## config.mk

```make
export PLATFORM = sky130hd
export DESIGN_NAME = relay_sequencer
export DESIGN_NICKNAME = d
export VERILOG_FILES = /design/src/rtl/relay_sequencer.sv
export SDC_FILE = /design/constraint.sdc
export NUM_CORES = 1
export LEC_CHECK = 0
export ABC_AREA = 0
export BUFFER_PORTS_ARGS = -buffer_cell sky130_fd_sc_hd__buf_2
export CORE_UTILIZATION = 60
export DETAILED_ROUTE_END_ITERATION = 10
export PLACE_DENSITY = 0.9
export SLEW_MARGIN = 20
export SYNTH_ARGS = -nofsm -noshare
export SYNTH_HDL_FRONTEND = slang
export SYNTH_SLANG_ARGS = --single-unit
```

## constraint.sdc

```tcl
create_clock -name CLK_SYS -period 18.8 [get_ports CLK_SYS]
set_clock_uncertainty 0.2 [all_clocks]
set_input_delay 1.88 -clock CLK_SYS [delete_from_list [all_inputs] [get_ports CLK_SYS]]
set_output_delay 1.88 -clock CLK_SYS [all_outputs]
set_load 0.01 [all_outputs]
```

## src/rtl/relay_sequencer.sv

```systemverilog
// relay_sequencer: validates relay words from the SDI stage and applies them break-before-make.
// Optional watchdog that opens all relays after a silent period: define RELAY_WATCHDOG_EN.
module relay_sequencer #(
  parameter int NBITS        = 24,
  parameter int MAX_CLOSED   = 2,
  parameter int BREAK_CYCLES = 4,
  parameter int MAKE_CYCLES  = 4,
  parameter int WDOG_CYCLES  = 1000
) (
  input  logic             CLK_SYS,
  input  logic             RESET,
  input  logic [NBITS-1:0] DATA_IN,
  input  logic             DATA_READY,
  output logic [NBITS-1:0] RELAYS,
  output logic             BUSY,
  output logic             DONE,
  output logic             ERROR
);
  localparam int CMAX0 = (BREAK_CYCLES > MAKE_CYCLES) ? BREAK_CYCLES : MAKE_CYCLES;
  localparam int CMAX  = (CMAX0 > WDOG_CYCLES) ? CMAX0 : WDOG_CYCLES;
  localparam int CW    = $clog2(CMAX + 1);

  typedef enum logic [1:0] {S_IDLE, S_BREAK, S_MAKE} state_t;

  state_t           state_q, state_d;
  logic [CW-1:0]    cnt_q, cnt_d;
  logic [NBITS-1:0] relays_q, relays_d, target_q, target_d, pend_q, pend_d;
  logic             pend_v_q, pend_v_d, busy_q, busy_d, done_q, done_d, err_q, err_d;
  logic [NBITS-1:0] word;
  logic             have_word;
  logic             wd_fire;

  function automatic int popcount(input logic [NBITS-1:0] w);
    int n;
    n = 0;
    for (int i = 0; i < NBITS; i++) n += int'(w[i]);
    return n;
  endfunction

`ifdef RELAY_WATCHDOG_EN
  logic [CW-1:0] wd_q, wd_d;

  // Saturates at WDOG_CYCLES so one silent period fires exactly once.
  always_comb begin
    wd_fire = 1'b0;
    if (DATA_READY) begin
      wd_d = '0;
    end else if (wd_q == CW'(WDOG_CYCLES)) begin
      wd_d = wd_q;
    end else begin
      wd_d    = wd_q + CW'(1);
      wd_fire = (wd_q == CW'(WDOG_CYCLES - 1));
    end
  end

  always_ff @(posedge CLK_SYS) begin
    if (RESET) wd_q <= '0;
    else       wd_q <= wd_d;
  end
`else
  assign wd_fire = 1'b0;
`endif

  assign word      = DATA_READY ? DATA_IN : pend_q;
  assign have_word = DATA_READY | pend_v_q;

  always_comb begin
    state_d  = state_q;
    cnt_d    = cnt_q;
    relays_d = relays_q;
    target_d = target_q;
    pend_d   = pend_q;
    pend_v_d = pend_v_q;
    err_d    = err_q;
    done_d   = 1'b0;

    case (state_q)
      S_IDLE: begin
        // A fresh strobe wins over the pending word, which is dropped either way.
        pend_v_d = 1'b0;
        if (have_word) begin
          if (popcount(word) > MAX_CLOSED) begin
            relays_d = '0;
            err_d    = 1'b1;
            done_d   = 1'b1;
          end else if (word == relays_q) begin
            err_d  = 1'b0;
            done_d = 1'b1;
          end else if ((relays_q & ~word) == '0) begin
            relays_d = word;
            target_d = word;
            err_d    = 1'b0;
            cnt_d    = '0;
            state_d  = S_MAKE;
          end else begin
            relays_d = relays_q & word;
            target_d = word;
            err_d    = 1'b0;
            cnt_d    = '0;
            state_d  = S_BREAK;
          end
        end
      end
      S_BREAK: begin
        if (cnt_q == CW'(BREAK_CYCLES - 1)) begin
          relays_d = target_q;
          cnt_d    = '0;
          state_d  = S_MAKE;
        end else begin
          cnt_d = cnt_q + CW'(1);
        end
      end
      S_MAKE: begin
        if (cnt_q == CW'(MAKE_CYCLES - 1)) begin
          cnt_d   = '0;
          state_d = S_IDLE;
          done_d  = 1'b1;
        end else begin
          cnt_d = cnt_q + CW'(1);
        end
      end
      default: state_d = S_IDLE;
    endcase

    if (state_q != S_IDLE && DATA_READY) begin
      pend_d   = DATA_IN;
      pend_v_d = 1'b1;
    end

    if (wd_fire) begin
      relays_d = '0;
      err_d    = 1'b1;
      pend_v_d = 1'b0;
      cnt_d    = '0;
      state_d  = S_IDLE;
      done_d   = 1'b0;
    end

    busy_d = (state_d != S_IDLE);
  end

  always_ff @(posedge CLK_SYS) begin
    if (RESET) begin
      state_q  <= S_IDLE;
      cnt_q    <= '0;
      relays_q <= '0;
      target_q <= '0;
      pend_q   <= '0;
      pend_v_q <= 1'b0;
      busy_q   <= 1'b0;
      done_q   <= 1'b0;
      err_q    <= 1'b0;
    end else begin
      state_q  <= state_d;
      cnt_q    <= cnt_d;
      relays_q <= relays_d;
      target_q <= target_d;
      pend_q   <= pend_d;
      pend_v_q <= pend_v_d;
      busy_q   <= busy_d;
      done_q   <= done_d;
      err_q    <= err_d;
    end
  end

  assign RELAYS = relays_q;
  assign BUSY   = busy_q;
  assign DONE   = done_q;
  assign ERROR  = err_q;
endmodule
```

==> flow_summary.ini, run 1 <==
[hold_path]
hold_class = register to register
hold_depth = 2

[clocking]
cts_made_buffers = 9
tritoncts = done
cts-htree-levels = 3
cts_buffer_depth = 2
post_cts_buffers = 0
ctsHoldBuffers = 0
cts.sinks = 88
ctsResizeCount = 0
clkTransAtPathRegs_ns = 0.09
cts_root_buffer = clkbuf_8
clk_latency_ns = 0.36

[sta]
worst_pin_slew_ns = 1.041
final.min_clock_period_ns = 8.038
relSlewSlack = 0.3061
fmaxAchievable_mhz = 124.4
slew_viol_final = 0
whs_ns = 0.2581
rsz0062_at_grt = false
tns_ns = 0
finalHoldViolCount = 0
finalSetupViolCount = 0
fin_crit_sh = 0.4275

[drt]
top_layer = met4
wl_met2_um = 6685
firstDrtPassIters = 8
drt_iter0_drc = 520
routedWlPerCell_um = 18.09
viasPerCell = 6.340
met1_length_um = 5918
final_antenna_net_count = 0
drc_errors = 3
wl_met3_um = 1241
postRouteWirelength_um = 14200
via_count = 4977

[die]
core_um2 = 8848
die_w_um = 98.07
dieArea_um2 = 9618
fp.dieH_um = 98.07
row_count = 34
ioPinCount = 54
start_util = 0.6258

[worst_setup_path]
crit_chain = buf_2 > mux2i_1 > fa_1 > fa_1 > fa_1 > fa_1 > fa_1 > inv_1 > ha_1 > fa_1 > a31o_2 > a41o_2 > a22oi_2 > o21ai_0 > a31oi_1
cpMostUsedCell = fa_1
crit_cells = 15
cp-end-kind = register
critPathLaunchType = input pin
rr_worst_depth = 14
crit_arrival_ns = 8.12
crit_slowest_cell = a22oi_2
crit_buf_inv = 2
critical_path_class = input pin to register
crit_required_ns = 18.88
crit_family = adder cells
rrSetupSlack_ns = 12.69
slowest_delay_ns = 0.85
path_max_fanout = 27

[logic_synthesis]
yosysWarnings = 0
ys_ff_latch = 88
synth_flop_cell = dfxtp_1
ys_async_sr_fraction = 0
synth-edff-count = 0
syn_inst = 646
synthMuxAreaShare = 0.04519
synth_compound_area_frac = 0.1995
syn_nets = 749
synthDistinctLibCells = 50
syn_area_um2 = 5538
synth_top_family_by_area = compound AO/OA/AOI/OAI gates
synth_fa_ha_area_frac = 0.1948
ys_seq_area_frac = 0.3181
synth-simple-area-share = 0.1692
syn_avg_cell_area_um2 = 8.572
synth-xor-area-share = 0

[status]
violations = design-rule violations
status = finished, violations left

[power]
clkPwrFrac = 0.130
switching_share = 0.5034
p_int_mw = 0.5715
powerDensity_nw_per_um2 = 192.8
finalPower_mw = 1.151
vdd_drop_max_v = 0.0002214
p_switching_mw = 0.5794
power.leakage_nw = 2.752
p_seq_frac = 0.230
combPwrFrac = 0.640

[grt]
grt_util_all_layers = 0.3057
grt_pass1_vias = 4868
grt_antenna_before_repair = 0
grt_overflow = 0
grt_max_degree = 68
grt_pass1_wl_um = 23430

[place]
io_buffers = 53
gp_congestion = 0.8763
place_inst = 770
hpwlAfterDp_um = 9716

[finish]
insertedDiodeCount = 0
regArea_um2 = 1762
post-route-util = 0.6748
drive_gt1_frac = 0.1300
fillers = 680
fin_nets = 776
final_cells = 785
multi_input_area_um2 = 3371
area_growth_pct = 7.818

[flow_run]
max_cap_viol_count = 0
[final cells by class]
class | instances | share of cell area
clock inverter | 4 | 0.01278
clock buffer | 11 | 0.02536
tap | 108 | 0.02263
multi-input combinational | 469 | 0.5645
inverter | 48 | 0.03018
sequential | 88 | 0.2951
timing repair buffer | 57 | 0.04946
[per-layer routing]
metal	vias up	global-route usage
met3	41	0.05798
met2	284	0.5081
li1	2300	-
met5	-	0
met4	0	0.1154
met1	2352	0.3947
[power groups by stage]
stage          sequential, mW  combinational (mW)  clock [mW]
6_report                0.265               0.736       0.150
5_1_grt                 0.269               0.808       0.158
4_1_cts                 0.263               0.721       0.151
3_5_place_dp            0.268               0.711           0
3_3_place_gp            0.265               0.680           0
2_1_floorplan           0.268               0.613           0
[per-stage QoR]
step / area [µm²] / worst slack, ns
final: 5971 / 10.76
after floorplan: 5538 / 11.46
after detailed placement: 5743 / 10.51
after global placement: 5743 / 10.75
after global routing: 5971 / 10.51
after CTS: 5971 / 10.88
[registers in the layout, indices dropped and copies added (netlist names)]
name	flops
BUSY	1
pend_q	24
state_q	2
pend_v_q	1
RELAYS	24
cnt_q	10
DONE	1
ERROR	1
target_q	24
[placed cells by master (no fill, tap or decap), types with 7 or more instances in the layout]
cell type,n
nand2_1,59
nand3_1,7
inv_1,47
clkbuf_8,11
a211oi_1,27
a211o_1,7
o311a_1,15
ha_1,59
a21oi_1,30
a31oi_1,8
mux2i_1,25
o21ai_0,55
buf_2,53
nor2_1,95
dfxtp_1,88
fa_1,17
[worst min-delay path: stages, from the launching register on]
cell and delay (ns):
dfxtp_1 0.31, nand2_1 0.05, a21oi_1 0.05
[path summary, 6_finish.rpt]
check	start	endpoint
max	DATA_READY	RELAYS[2]$_SDFFE_PP0P_
min	pend_q[9]$_SDFFE_PP0P_	pend_q[9]$_SDFFE_PP0P_
max reg2reg	pend_q[11]$_SDFFE_PP0P_	RELAYS[2]$_SDFFE_PP0P_
min reg2reg	pend_q[9]$_SDFFE_PP0P_	pend_q[9]$_SDFFE_PP0P_
[Yosys cell counts, drive strengths merged (2+ instances only)]
master	count	area, µm²
o31a	2	26.28
and3	6	37.54
fa	17	340.3
a31oi	8	50.05
a31o	2	17.52
nor3	6	41.29
a211oi	27	202.7
mux2i	25	250.2
nor2	95	356.6
dfxtp	88	1762
nand3	7	35.03
o31ai	2	15.01
nand2	60	227.7
a32o	5	50.05
a211o	7	61.31
nand2b	3	21.27
nor3b	3	33.78
nor2b	6	37.54
o22ai	2	25.02
buf	16	122.6
and2	3	21.28
clkbuf	24	90.09
nand4	6	37.54
o311a	17	172.7
or3	2	17.52
inv	47	176.4
a221oi	2	35.04
or4	2	15.01
nor4	6	37.54
a21oi	30	150.1
ha	59	738.2
o21ai	55	275.3
[logic make-up (layout without fill, tap and decap cells)]
family / after synthesis / in the layout
DFF: 88 / 88
muxes: 25 / 25
buffers and inverters: 89 / 120
adders and majority gates: 76 / 76
AOI/OAI and AO/OA: 161 / 161
and+or+nand+nor: 207 / 207
Power figures use the tool's default switching activity.
==> run 2: changes to the inputs <==
Settings changed: ABC_AREA 0 to 1, CORE_UTILIZATION 60 to 55, PLACE_DENSITY 0.9 to 0.86.
Clock period 18.8 ns to 6.6 ns, I/O delays scaled along.
==> flow_summary.ini, run 2 <==
[die]
row_count = 38
die_w_um = 107.1
core_um2 = 10790
start_util = 0.5634
ioPinCount = 54
dieArea_um2 = 11480
fp.dieH_um = 107.1

[finish]
area_growth_pct = 8.251
drive_gt1_frac = 0.1284
fin_nets = 1017
postLayoutCellArea_um2 = 6583
final_cell_mix = nand2_1 (214), inv_1 (113), nor2_1 (109)
mostFrequentLayoutCell = nand2_1
insertedDiodeCount = 0

[power]
vdd_drop_max_v = 0.0003283
powerDensity_nw_per_um2 = 422.1
p_switching_mw = 1.414
power.leakage_nw = 3.192
switching_share = 0.5087
p_int_mw = 1.365
p_seq_frac = 0.248
clkPwrFrac = 0.128
finalPower_mw = 2.779
combPwrFrac = 0.624

[grt]
grt_util_all_layers = 0.2685
grt_overflow = 0
grt_pass1_wl_um = 24250
grt_antenna_before_repair = 0
grt_pass1_vias = 5156
grt_max_degree = 46

[worst_setup_path]
crit_arrival_ns = 6.09
critPathLaunchType = input pin
path_max_fanout = 31
crit_slowest_cell = fa_1
crit_chain = buf_2 > inv_1 > or2_2 > o21a_1 > inv_1 > fa_1 > fa_1 > fa_1 > fa_1 > fa_1 > inv_1 > ha_1 > fa_1 > nand2_1 > nand2_1 > nor2_1 > nand2_1 > nor2_1 > nand2_1 > nor2_2 > buf_4 > inv_2 > nand2_1 > a21oi_1
critical_path_class = input pin to register
rrSetupSlack_ns = 1.09
cpMostUsedCell = fa_1
slowest_delay_ns = 0.58
cp-end-kind = register
crit_required_ns = 6.62

[flow_run]
max_cap_viol_count = 0

[logic_synthesis]
synth_flop_cell = dfxtp_1
synth-edff-count = 0
yosysWarnings = 0
synth.top_cells.by_count = nand2_1 (214), inv_1 (113), nor2_1 (110), dfxtp_1 (88), nand3_1 (63)
syn_nets = 986
synthDistinctLibCells = 30
synth_area_leaders = dfxtp_1 (29%), nand2_1 (13%), ha_1 (12%)
synth.top_cell.area_share = 0.2897
ys_async_sr_fraction = 0
synth_most_common_cell = nand2_1
synth_area_leader_cell = dfxtp_1
ys_seq_area_frac = 0.2897
syn_inst = 883
syn_avg_cell_area_um2 = 6.887
syn_area_um2 = 6081
ys_ff_latch = 88

[drt]
postRouteWirelength_um = 14840
via_count = 5594
drt_iter0_drc = 498
firstDrtPassIters = 8
viasPerCell = 5.282
drc_errors = 1
final_antenna_net_count = 0
routedWlPerCell_um = 14.02

[sta]
finalHoldViolCount = 0
finalSetupViolCount = 0
fin_crit_sh = 0.9186
tns_ns = 0
relSlewSlack = 0.3954
slew_viol_final = 0
worst_pin_slew_ns = 0.9069
whs_ns = 0.2702
rsz0062_at_grt = false
fmaxAchievable_mhz = 165.0
final.min_clock_period_ns = 6.062

[clocking]
ctsHoldBuffers = 0
cts_made_buffers = 9
cts.sinks = 88
post_cts_buffers = 0
cts-htree-levels = 3
cts_buffer_depth = 2
ctsResizeCount = 0
cts_root_buffer = clkbuf_8
clkTransAtPathRegs_ns = 0.09
tritoncts = done
clk_latency_ns = 0.37

[status]
violations = design-rule violations
status = finished, violations left

[place]
place_area_um2 = 6399
io_buffers = 53
gp_congestion = 0.8836
hpwlAfterDp_um = 10730

[hold_path]
hold_class = register to register
-- run 2: path summary, 6_finish.rpt --
kind,start,endpoint,depth (start not counted)
worst min register to register,pend_q[6]$_SDFFE_PP0P_,pend_q[6]$_SDFFE_PP0P_,2
worst min-delay path,pend_q[6]$_SDFFE_PP0P_,pend_q[6]$_SDFFE_PP0P_,2
worst max-delay path,DATA_READY,target_q[8]$_SDFFE_PP0P_,24
worst max register to register,pend_q[0]$_SDFFE_PP0P_,target_q[8]$_SDFFE_PP0P_,21
-- run 2: power groups by stage --
stage | registers [mW] | clock network [mW] | logic (mW)
floorplan | 0.701 | 0 | 1.23
global route | 0.701 | 0.386 | 1.95
detailed placement | 0.700 | 0 | 1.71
CTS | 0.689 | 0.361 | 1.72
finish | 0.689 | 0.356 | 1.73
global placement | 0.698 | 0 | 1.64
-- run 2: critical path, delay by kind of cell --
family / cells / cell delay, ns
adder cells (fa/ha/maj): 7 / 3.11
AO/OA/AOI/OAI: 2 / 0.25
buffers and inverters: 6 / 1.08
AND/OR/NAND/NOR: 9 / 0.99
-- run 2: final cells by class --
type / count / area (µm²)
Timing Repair Buffer: 64 / 347.8
Clock buffer: 10 / 137.6
Fill cell: 956 / 4210
Multi-Input combinational cell: 633 / 3674
Tap cell: 140 / 175.2
Clock inverter: 6 / 43.79
Inverter: 118 / 442.9
Sequential cell: 88 / 1762
-- run 2: kinds of logic (layout without fill, tap and decap cells) --
| kind of cell | after synthesis | in the layout | synth area share |
|---|---|---|---|
| AOI/OAI and AO/OA | 104 | 104 | 0.09856 |
| xor gates and xnor gates | 1 | 1 | 0.001441 |
| adders and majority gates | 76 | 76 | 0.1774 |
| buffers and inverters | 162 | 198 | 0.1070 |
| DFF | 88 | 88 | 0.2897 |
| and+or+nand+nor | 452 | 452 | 0.3259 |
-- run 2: stage by stage --
stage	worst slack, ns	util	cells
2_1_floorplan	0.7819	-	883
3_3_place_gp	0.3181	0.5929	1043
3_5_place_dp	0.1528	0.5929	1043
4_1_cts	0.5590	0.6097	1059
5_1_grt	0.1808	0.6099	1059
6_report	0.5376	0.6099	1059
-- run 2: metal layers --
layer | track usage | part of all wire
met3 | 0.05046 | 0.059
met2 | 0.4419 | 0.47
met1 | 0.3475 | 0.45
met5 | 0 | 0
met4 | 0.1027 | 0.019
==> run 3: changes to the inputs <==
Settings changed: REMOVE_ABC_BUFFERS set to 1.
==> flow_summary.ini, run 3 (synthesis gave the netlist of run 2 again) <==
[status]
status = finished clean

[clocking]
post_cts_buffers = 0
cts_root_buffer = clkbuf_8
clkTransAtPathRegs_ns = 0.09
cts_buffer_depth = 2
cts-htree-levels = 3
cts.sinks = 88
cts_made_buffers = 9
clk_latency_ns = 0.37
ctsResizeCount = 0
ctsHoldBuffers = 0
tritoncts = done

[sta]
final.min_clock_period_ns = 5.885
fin_crit_sh = 0.8916
rsz0062_at_grt = false
worst_pin_slew_ns = 0.9817
fmaxAchievable_mhz = 169.9
finalSetupViolCount = 0
whs_ns = 0.2688
tns_ns = 0
relSlewSlack = 0.3456
finalHoldViolCount = 0
slew_viol_final = 0

[die]
row_count = 38
die_w_um = 107.1
start_util = 0.5634
ioPinCount = 54
fp.dieH_um = 107.1
core_um2 = 10790
dieArea_um2 = 11480

[power]
vdd_drop_max_v = 0.0005339
powerDensity_nw_per_um2 = 420.1
power.leakage_nw = 3.193
p_switching_mw = 1.374
p_int_mw = 1.401
combPwrFrac = 0.611
switching_share = 0.4952
clkPwrFrac = 0.141
p_seq_frac = 0.248

[hold_path]
hold_depth = 2
worstHoldStart = target_q[4]$_SDFFE_PP0P_
holdPathEnd = target_q[4]$_SDFFE_PP0P_
hold_class = register to register

[drt]
viasPerCell = 5.243
drt_iter0_drc = 296
postRouteWirelength_um = 14310
firstDrtPassIters = 5
drc_errors = 0
via_count = 5537
final_antenna_net_count = 0
routedWlPerCell_um = 13.55

[finish]
insertedDiodeCount = 0
area_growth_pct = 8.642
drive_gt1_frac = 0.1223
fin_nets = 1014
mostFrequentLayoutCell = nand2_1
fillers = 990
final_cell_mix = nand2_1 (214), inv_1 (113), nor2_1 (109)

[worst_setup_path]
r2r-end = target_q[2]$_SDFFE_PP0P_
crit_arrival_ns = 5.90
critical_path_class = input pin to register
r2r-start = pend_q[5]$_SDFFE_PP0P_
critPathLaunchType = input pin
path_max_fanout = 39
crit_slowest_cell = fa_1
rrSetupSlack_ns = 1.24
crit_required_ns = 6.62
cpMostUsedCell = fa_1
crit_path_start = DATA_READY
cp-end-kind = register
slowest_delay_ns = 0.59
rr_worst_depth = 21

[grt]
grt_pass1_wl_um = 24630
grt_antenna_before_repair = 0
grt_max_degree = 51
grt_pass1_vias = 5391
grt_overflow = 0
grt_util_all_layers = 0.2693

[place]
gp_congestion = 0.8776
hpwlAfterDp_um = 9717
io_buffers = 53

[flow_run]
max_cap_viol_count = 0
## run 3: cell types whose count changed in the layout (fill, tap and decap cells not counted), moves of 2 or more
cell,change
buf_12,+2
buf_4,-5
clkbuf_1,+3
clkinv_2,-2
clkinv_4,-2
## run 3: layout make-up
class	instances	area (µm²)	area share
Sequential cell	88	1762	0.2667
Inverter	118	442.9	0.06705
Tap cell	140	175.2	0.02652
Clock inverter	2	37.54	0.005682
Timing Repair Buffer	61	350.3	0.05303
Clock buffer	14	162.7	0.02462
Multi-Input combinational cell	633	3676	0.5564
## run 3: layer usage
layer,track usage,routed length (µm),share of wire,vias to the layer above
li1,-,-,-,2811
met1,0.3323,6461,0.45,2531
met2,0.4608,6873,0.48,161
met3,0.06322,658,0.046,34
met4,0.08708,313,0.022,0
met5,0,0,0,-
## run 3: worst max-delay path: cells and delay by family
kind	cells	cell delay (ns)
buffers and inverters	7	0.90
AO/OA/AOI/OAI	2	0.23
adder cells (fa/ha/maj)	7	3.17
AND/OR/NAND/NOR	9	0.91
## run 3: worst max path at each step
stage / endpoint / slack [ns] / depth (start not counted)
after floorplan: target_q[10]$_SDFFE_PP0P_ / -0.03 / 22
after global placement: target_q[9]$_SDFFE_PP0P_ / 0.45 / 25
after detailed placement: target_q[23]$_SDFFE_PP0P_ / 0.36 / 25
after CTS: target_q[8]$_SDFFE_PP0P_ / 0.75 / 25
after global routing: cnt_q[0]$_SDFFE_PP0P_ / 0.43 / 24
final: target_q[2]$_SDFFE_PP0P_ / 0.72 / 25
## run 3: power by group through the flow
stage	Sequential [mW]	Clock [mW]	Combinational (mW)
global route	0.700	0.421	1.93
CTS	0.688	0.396	1.68
finish	0.689	0.390	1.70
global placement	0.699	0	1.62
floorplan	0.701	0	1.14
detailed placement	0.700	0	1.67
## run 3: per-stage QoR
step	area, µm²	power [mW]	setup WS [ns]	utilization	std cells
after global routing	6606	3.050	0.4313	0.6121	1056
after CTS	6606	2.764	0.7492	0.6121	1056
after detailed placement	6406	2.372	0.3607	0.5936	1040
final	6606	2.776	0.7151	0.6121	1056
after global placement	6406	2.315	0.4534	0.5936	1040
after floorplan	5873	1.839	-0.03166	-	839
